===== config.mk =====
export PLATFORM = sky130hd
export DESIGN_NAME = ift_mem_arbiter
export DESIGN_NICKNAME = d
export VERILOG_FILES = /design/src/rtl/ift_mem_arbiter.sv
export SDC_FILE = /design/constraint.sdc
export NUM_CORES = 1
export LEC_CHECK = 0
export CORE_AREA = 2 2 431 433
export CTS_CLUSTER_SIZE = 25
export DETAILED_ROUTE_END_ITERATION = 8
export DIE_AREA = 0 0 433 435
export PLACE_DENSITY = 0.32
export SYNTH_ARGS = -nofsm -noshare
export SYNTH_HDL_FRONTEND = slang
export SYNTH_SLANG_ARGS = --single-unit

===== constraint.sdc =====
create_clock -name clk_i -period 2.3 [get_ports clk_i]
set_input_delay 0.575 -clock clk_i [delete_from_list [all_inputs] [get_ports clk_i]]
set_output_delay 0.575 -clock clk_i [all_outputs]
set_load 0.1 [all_outputs]

===== src/rtl/ift_mem_arbiter.sv =====
// ift_mem_arbiter
// Two-requester round-robin arbiter in front of a single-port SRAM, with
// information-flow taint (_t0) tracking on every data and control path.
// Requester 0 is the core and requester 1 is the loader.
//
// Ports:
//   clk_i, rst_i          clock, asynchronous active-high reset
//   req_i/addr_i/wdata_i/strb_i/we_i (+_t0)
//                         per-requester request fields and their taint
//   gnt_o (+_t0)          zero-cycle combinational grant, one-hot or zero
//   rvalid_o (+_t0)       read response valid, one cycle after the grant
//   rdata_o (+_t0)        shared read data, passed through from the SRAM
//   mem_* (+_t0)          SRAM request port, carrying the granted requester
//   mem_rdata_i (+_t0)    SRAM read data, valid one cycle after a request
//
// Handshake: a request is accepted in the same cycle that gnt_o[k] is high.
// The requester must hold req_i[k] and its fields until it sees the grant.
// Dropping the request before the grant is the same as never raising it.
// A read that is granted in cycle N gets rvalid_o[k] in cycle N+1, with the
// data on rdata_o. Responses have no backpressure, and writes get no
// response.
module ift_mem_arbiter #(
  parameter int unsigned AddrWidth = 64,
  parameter int unsigned DataWidth = 64,
  parameter int unsigned StrbWidth = DataWidth >> 3
) (
  input  logic                           clk_i,
  input  logic                           rst_i,
  input  logic [1:0]                     req_i,
  input  logic [1:0]                     req_i_t0,
  input  logic [1:0][AddrWidth-1:0]      addr_i,
  input  logic [1:0][AddrWidth-1:0]      addr_i_t0,
  input  logic [1:0][DataWidth-1:0]      wdata_i,
  input  logic [1:0][DataWidth-1:0]      wdata_i_t0,
  input  logic [1:0][StrbWidth-1:0]      strb_i,
  input  logic [1:0][StrbWidth-1:0]      strb_i_t0,
  input  logic [1:0]                     we_i,
  input  logic [1:0]                     we_i_t0,
  output logic [1:0]                     gnt_o,
  output logic [1:0]                     gnt_o_t0,
  output logic [1:0]                     rvalid_o,
  output logic [1:0]                     rvalid_o_t0,
  output logic [DataWidth-1:0]           rdata_o,
  output logic [DataWidth-1:0]           rdata_o_t0,
  output logic                           mem_req_o,
  output logic                           mem_req_o_t0,
  output logic                           mem_we_o,
  output logic                           mem_we_o_t0,
  output logic [AddrWidth-1:0]           mem_addr_o,
  output logic [AddrWidth-1:0]           mem_addr_o_t0,
  output logic [DataWidth-1:0]           mem_wdata_o,
  output logic [DataWidth-1:0]           mem_wdata_o_t0,
  output logic [StrbWidth-1:0]           mem_strb_o,
  output logic [StrbWidth-1:0]           mem_strb_o_t0,
  input  logic [DataWidth-1:0]           mem_rdata_i,
  input  logic [DataWidth-1:0]           mem_rdata_i_t0
);

  // Round-robin pointer: the requester that wins the next contention.
  logic r_prio;
  // Registered response state for the access granted in the previous cycle.
  logic r_owner;
  logic r_rd_pend;
  logic r_rv_t0;
  logic r_sel_t0;

  logic [1:0] w_gnt;
  logic [1:0] w_gnt_t0;
  logic       w_any;
  logic       w_idx;
  logic       w_sel_t0;

  always_comb begin
    w_gnt = 2'b00;
    unique case (req_i)
      2'b01:   w_gnt = 2'b01;
      2'b10:   w_gnt = 2'b10;
      2'b11:   w_gnt = r_prio ? 2'b10 : 2'b01;
      default: w_gnt = 2'b00;
    endcase
  end

  assign w_any = |w_gnt;
  assign w_idx = w_gnt[1];

  // The choice of winner itself leaks taint when both requesters compete
  // and either request line is tainted.
  assign w_sel_t0 = (&req_i) & (|req_i_t0);
  assign w_gnt_t0 = req_i_t0 | {2{w_sel_t0}};

  assign gnt_o    = w_gnt;
  assign gnt_o_t0 = w_gnt_t0;

  assign mem_req_o    = w_any;
  assign mem_req_o_t0 = (|(w_gnt & req_i_t0)) | w_sel_t0;

  assign mem_we_o    = w_any ? we_i[w_idx]    : 1'b0;
  assign mem_addr_o  = w_any ? addr_i[w_idx]  : '0;
  assign mem_wdata_o = w_any ? wdata_i[w_idx] : '0;
  assign mem_strb_o  = w_any ? strb_i[w_idx]  : '0;

  // Data taint: the granted requester's own taint. When the winner was
  // chosen by a tainted decision, add every bit where the two candidates
  // differ or where either candidate is already tainted.
  assign mem_we_o_t0 = (w_any ? we_i_t0[w_idx] : 1'b0)
                     | (w_sel_t0 ? ((we_i[0] ^ we_i[1]) | we_i_t0[0] | we_i_t0[1]) : 1'b0);
  assign mem_addr_o_t0 = (w_any ? addr_i_t0[w_idx] : '0)
                       | (w_sel_t0 ? ((addr_i[0] ^ addr_i[1]) | addr_i_t0[0] | addr_i_t0[1]) : '0);
  assign mem_wdata_o_t0 = (w_any ? wdata_i_t0[w_idx] : '0)
                        | (w_sel_t0 ? ((wdata_i[0] ^ wdata_i[1]) | wdata_i_t0[0] | wdata_i_t0[1]) : '0);
  assign mem_strb_o_t0 = (w_any ? strb_i_t0[w_idx] : '0)
                       | (w_sel_t0 ? ((strb_i[0] ^ strb_i[1]) | strb_i_t0[0] | strb_i_t0[1]) : '0);

  always_ff @(posedge clk_i or posedge rst_i) begin
    if (rst_i) begin
      r_prio    <= 1'b0;
      r_owner   <= 1'b0;
      r_rd_pend <= 1'b0;
      r_rv_t0   <= 1'b0;
      r_sel_t0  <= 1'b0;
    end else begin
      if (w_any) r_prio <= ~w_idx;
      r_owner   <= w_idx;
      r_rd_pend <= w_any & ~we_i[w_idx];
      // The response is tainted if the grant or the read/write choice was
      // tainted. It is raised even when the access is a write, because a
      // tainted write-enable may really have been a read.
      r_rv_t0   <= w_any & (w_gnt_t0[w_idx] | we_i_t0[w_idx])
                         & (~we_i[w_idx] | we_i_t0[w_idx]);
      r_sel_t0  <= w_sel_t0;
    end
  end

  assign rvalid_o    = {r_rd_pend & r_owner, r_rd_pend & ~r_owner};
  assign rvalid_o_t0 = r_sel_t0 ? 2'b11 : {r_rv_t0 & r_owner, r_rv_t0 & ~r_owner};

  assign rdata_o    = mem_rdata_i;
  assign rdata_o_t0 = mem_rdata_i_t0;

endmodule


==> results.md <==
- Result of the run: finished with violations
- Violated checks: negative setup slack
- R2R Path Start: r_prio
- Power density over the cells: 459.6 nW/µm²
- Routed vias: 12,632
- Worst IR Drop VDD: 0.0001976 V
- Vias in the first global route: 13,287
- Max Slew Vio Count: 0
- Core outline area: 184,000 µm²
- Setup Viol. Count Final: 276
- R2r endpoint: r_rv_t0
- Top_reg_cell synth: sky130_fd_sc_hd__dfrtp_1
- Largest buffer count on any clock path: 2
- Critical Setup Path Class: in2out
- Endpoints failing hold: 0
- Number of placement rows: 158
- Biggest area consumer among synthesized cells: sky130_fd_sc_hd__a22o_1
- Kind of capture point of the worst setup path: output pin
- Violation count after the first detailed-routing iteration: 436
- Number of antenna-violating nets in the routed design: 0
- Wire length of the first global-routing pass: 139.5 mm
- CP endpoint: mem_addr_o_t0[60]
- EDFF count, synth: 0
- CTS Buf Count: 3
- Instance count after placement with tap cells included: 4,514
- Fraction of final layout cells sized beyond drive strength 1: 57.02%
- CTS hold repair buffers: 0
- Dpl cell area: 26,670 µm²
- Synth cell count leaders: 269 x sky130_fd_sc_hd__nor2_1, 138 x sky130_fd_sc_hd__a22o_1, 137 x sky130_fd_sc_hd__xor2_1
- Class of the most critical hold timing path: in2async
- Leakage power: 11.56 nW
- NumNets Final: 2,812
- Worst slew margin relative to its limit: 72.20%
- Total wire length after detailed routing: 113.1 mm
- Most repeated cell in the gate-level netlist after synthesis: sky130_fd_sc_hd__nor2_1
- Effective utilization at floorplan: 3.761%
- Overall fraction of global-route tracks in use: 11.14%
- Summed negative setup slack over all endpoints: -78.97 ns
- Portion of the post-synthesis area used by sequential elements: 1.808%
- Arrival time reported for the critical path endpoint: 2.13 ns
- Post-Syn Area: 6922 µm²
- Overall die area: 188,400 µm²
- Async SR Flop Fraction: 100.0%
- Flip-flop and latch count after synthesis: 5
- Number of max-cap violations: 0
- Port Buf Inserts: 837
- Clock-pin transition on the worst setup and hold timing paths: 0.03 ns
- Worst slew pin tran: 0.4127 ns
- TritonCTS clock tree: built
- Vertical die dimension: 435 µm
- Origin of the worst setup path: req_i_t0[0]
- Via density per instance: 2.738
- Number of detailed-route iterations in the first pass: 5
- Gpl congestion: 0.8466
- Leftover overflow at the end of global routing: 0
- FMAX: 370.3 MHz
- Pin count of the biggest net entering global routing: 35
- Yosys top cell area share: 17.46%
- Average footprint of a synthesized cell: 6.481 µm²
- CTS Root Buffer Type: sky130_fd_sc_hd__clkbuf_16
- Post-Route Utilization: 16.34%
- Top fanout value on the critical path: 8
- Count of mapped cells out of synthesis: 1,068
- Worst reg-to-reg setup slack: 0.28 ns
- Die W: 433 µm
- Share of the clock period used by the worst path: 117.4%
- Number of nets produced by synthesis: 1,750
- Routed wirelength normalized by instance count: 24.51 µm
- Worst setup skew after layout: 0.001627 ns
- R2r worst-path depth: 11
- Initial antenna violation count: 23
- Post-synthesis to final-layout area growth: 334.5%
- DR DRC count: 0
- IO Pins: 1,094
- Startpoint types: input pin
- Setup repair after global routing missed its margin: true
- Required arrival time at the worst endpoint: 1.73 ns
- Maximum level of the CTS H-tree: 1
- Number of standard cells in the layout, taps in and fillers out: 4,613
- Synth warn: 0
- Hpwl dp: 88.80 mm
- Setup WS post-layout: -0.4008 ns
- Clock latency reported for the late side of the worst-skew pair: 0.23 ns
- Number of sinks driven by the clock tree: 5
- Fill cell count: 20,426
- Post-synthesis cell type count: 26
- Layout Cell Area excl Fill: 30,070 µm²
- Main area contributors after synthesis: sky130_fd_sc_hd__a22o_1 17%, sky130_fd_sc_hd__xor2_1 17%, sky130_fd_sc_hd__a2bb2oi_1 17%, sky130_fd_sc_hd__nor2_1 15%, sky130_fd_sc_hd__buf_4 15%
- Final worst path period need: 2.701 ns
## critical path, cell delays in order
cell                        delay [ns]
sky130_fd_sc_hd__buf_8            0.10
sky130_fd_sc_hd__o211ai_4         0.18
sky130_fd_sc_hd__inv_2            0.08
sky130_fd_sc_hd__a21oi_4          0.15
sky130_fd_sc_hd__buf_12           0.13
sky130_fd_sc_hd__buf_12           0.13
sky130_fd_sc_hd__buf_16           0.17
sky130_fd_sc_hd__buf_16           0.18
sky130_fd_sc_hd__nor2_4           0.05
sky130_fd_sc_hd__a2bb2oi_4        0.15
sky130_fd_sc_hd__buf_12           0.18
## power by group
group	switching, mW	internal, mW
Sequential	0.00617	0.0978
Clock	0.0582	0.230
Combinational	7.70	5.73
Total	7.76	6.06
## timing repair
action,in CTS,in global routing
gates cloned,28,16
hold endpoints to repair,0,0
setup endpoints to repair,283,275
resized for setup,346,142
pin swaps,95,76
setup buffers,31,22
## how the worst min path moves through the flow
stage | endpoint | depth (start not counted) | startpoint
after floorplan | r_owner | 1 | rst_i
after global placement | r_prio | 2 | r_prio
after detailed placement | r_prio | 2 | r_prio
after CTS | r_owner | 2 | rst_i
after global routing | r_owner | 2 | rst_i
final | r_owner | 2 | rst_i
## logic make-up after synthesis
logic type / after synthesis / share of synthesized area, %
simple gates: 282 / 15.56
flops: 5 / 1.808
buf+inv: 224 / 19.67
xor+xnor: 137 / 17.34
compound gates: 420 / 45.63
## per-layer routing
layer  share of wire (%)  vias up  GRT usage [%]
li1                    -     5884              -
met1                  39     6143          12.99
met2                  50      463          19.59
met3                 9.5      114          4.368
met4                 1.1       28          1.083
met5                0.24        -         0.5379
## flip-flops by register name, indices dropped and copies added, names as in the netlist
| name | count |
|---|---|
| r_owner | 1 |
| r_prio | 1 |
| r_rd_pend | 1 |
| r_rv_t0 | 1 |
| r_sel_t0 | 1 |
## cell type report
| class | count | area [µm²] | share of cell area [%] |
|---|---|---|---|
| multi-input cells | 840 | 10200 | 33.92 |
| flip-flops and latches | 5 | 125.1 | 0.4161 |
| well taps | 2480 | 3103 | 10.32 |
| inverters | 7 | 58.81 | 0.1955 |
| diodes | 4 | 10.01 | 0.03328 |
| repair buffers | 1269 | 16420 | 54.59 |
| repair inverters | 4 | 80.08 | 0.2663 |
| clock buffers | 4 | 78.83 | 0.2621 |
## per-stage QoR
stage | setup WS, ns | hold slack, ns | power (mW)
2_1_floorplan | -1.074 | 0.3535 | 8.073
3_3_place_gp | -1.263 | 0.6433 | 12.45
3_5_place_dp | -1.239 | 0.6237 | 12.42
4_1_cts | -0.4364 | 0.6574 | 13.68
5_1_grt | -0.4552 | 0.6864 | 14.32
6_report | -0.4008 | 0.6436 | 13.82
## cells in the final DEF (no fill, tap or decap), types with 5 or more instances in the layout
cell type / instances
sky130_fd_sc_hd__a22o_4: 135
sky130_fd_sc_hd__a2bb2oi_2: 24
sky130_fd_sc_hd__a2bb2oi_4: 110
sky130_fd_sc_hd__buf_12: 327
sky130_fd_sc_hd__buf_16: 46
sky130_fd_sc_hd__buf_4: 293
sky130_fd_sc_hd__buf_6: 23
sky130_fd_sc_hd__buf_8: 14
sky130_fd_sc_hd__clkbuf_16: 17
sky130_fd_sc_hd__clkdlybuf4s50_1: 528
sky130_fd_sc_hd__dfrtp_1: 5
sky130_fd_sc_hd__dlygate4sd2_1: 16
sky130_fd_sc_hd__dlymetal6s2s_1: 5
sky130_fd_sc_hd__inv_16: 6
sky130_fd_sc_hd__nor2_1: 147
sky130_fd_sc_hd__nor2_2: 10
sky130_fd_sc_hd__nor2_4: 112
sky130_fd_sc_hd__o21ai_0: 43
sky130_fd_sc_hd__o21ai_1: 25
sky130_fd_sc_hd__o21ai_2: 42
sky130_fd_sc_hd__o21ai_4: 25
sky130_fd_sc_hd__xor2_1: 128
sky130_fd_sc_hd__xor2_2: 9
Power figures use the tool's default switching activity.
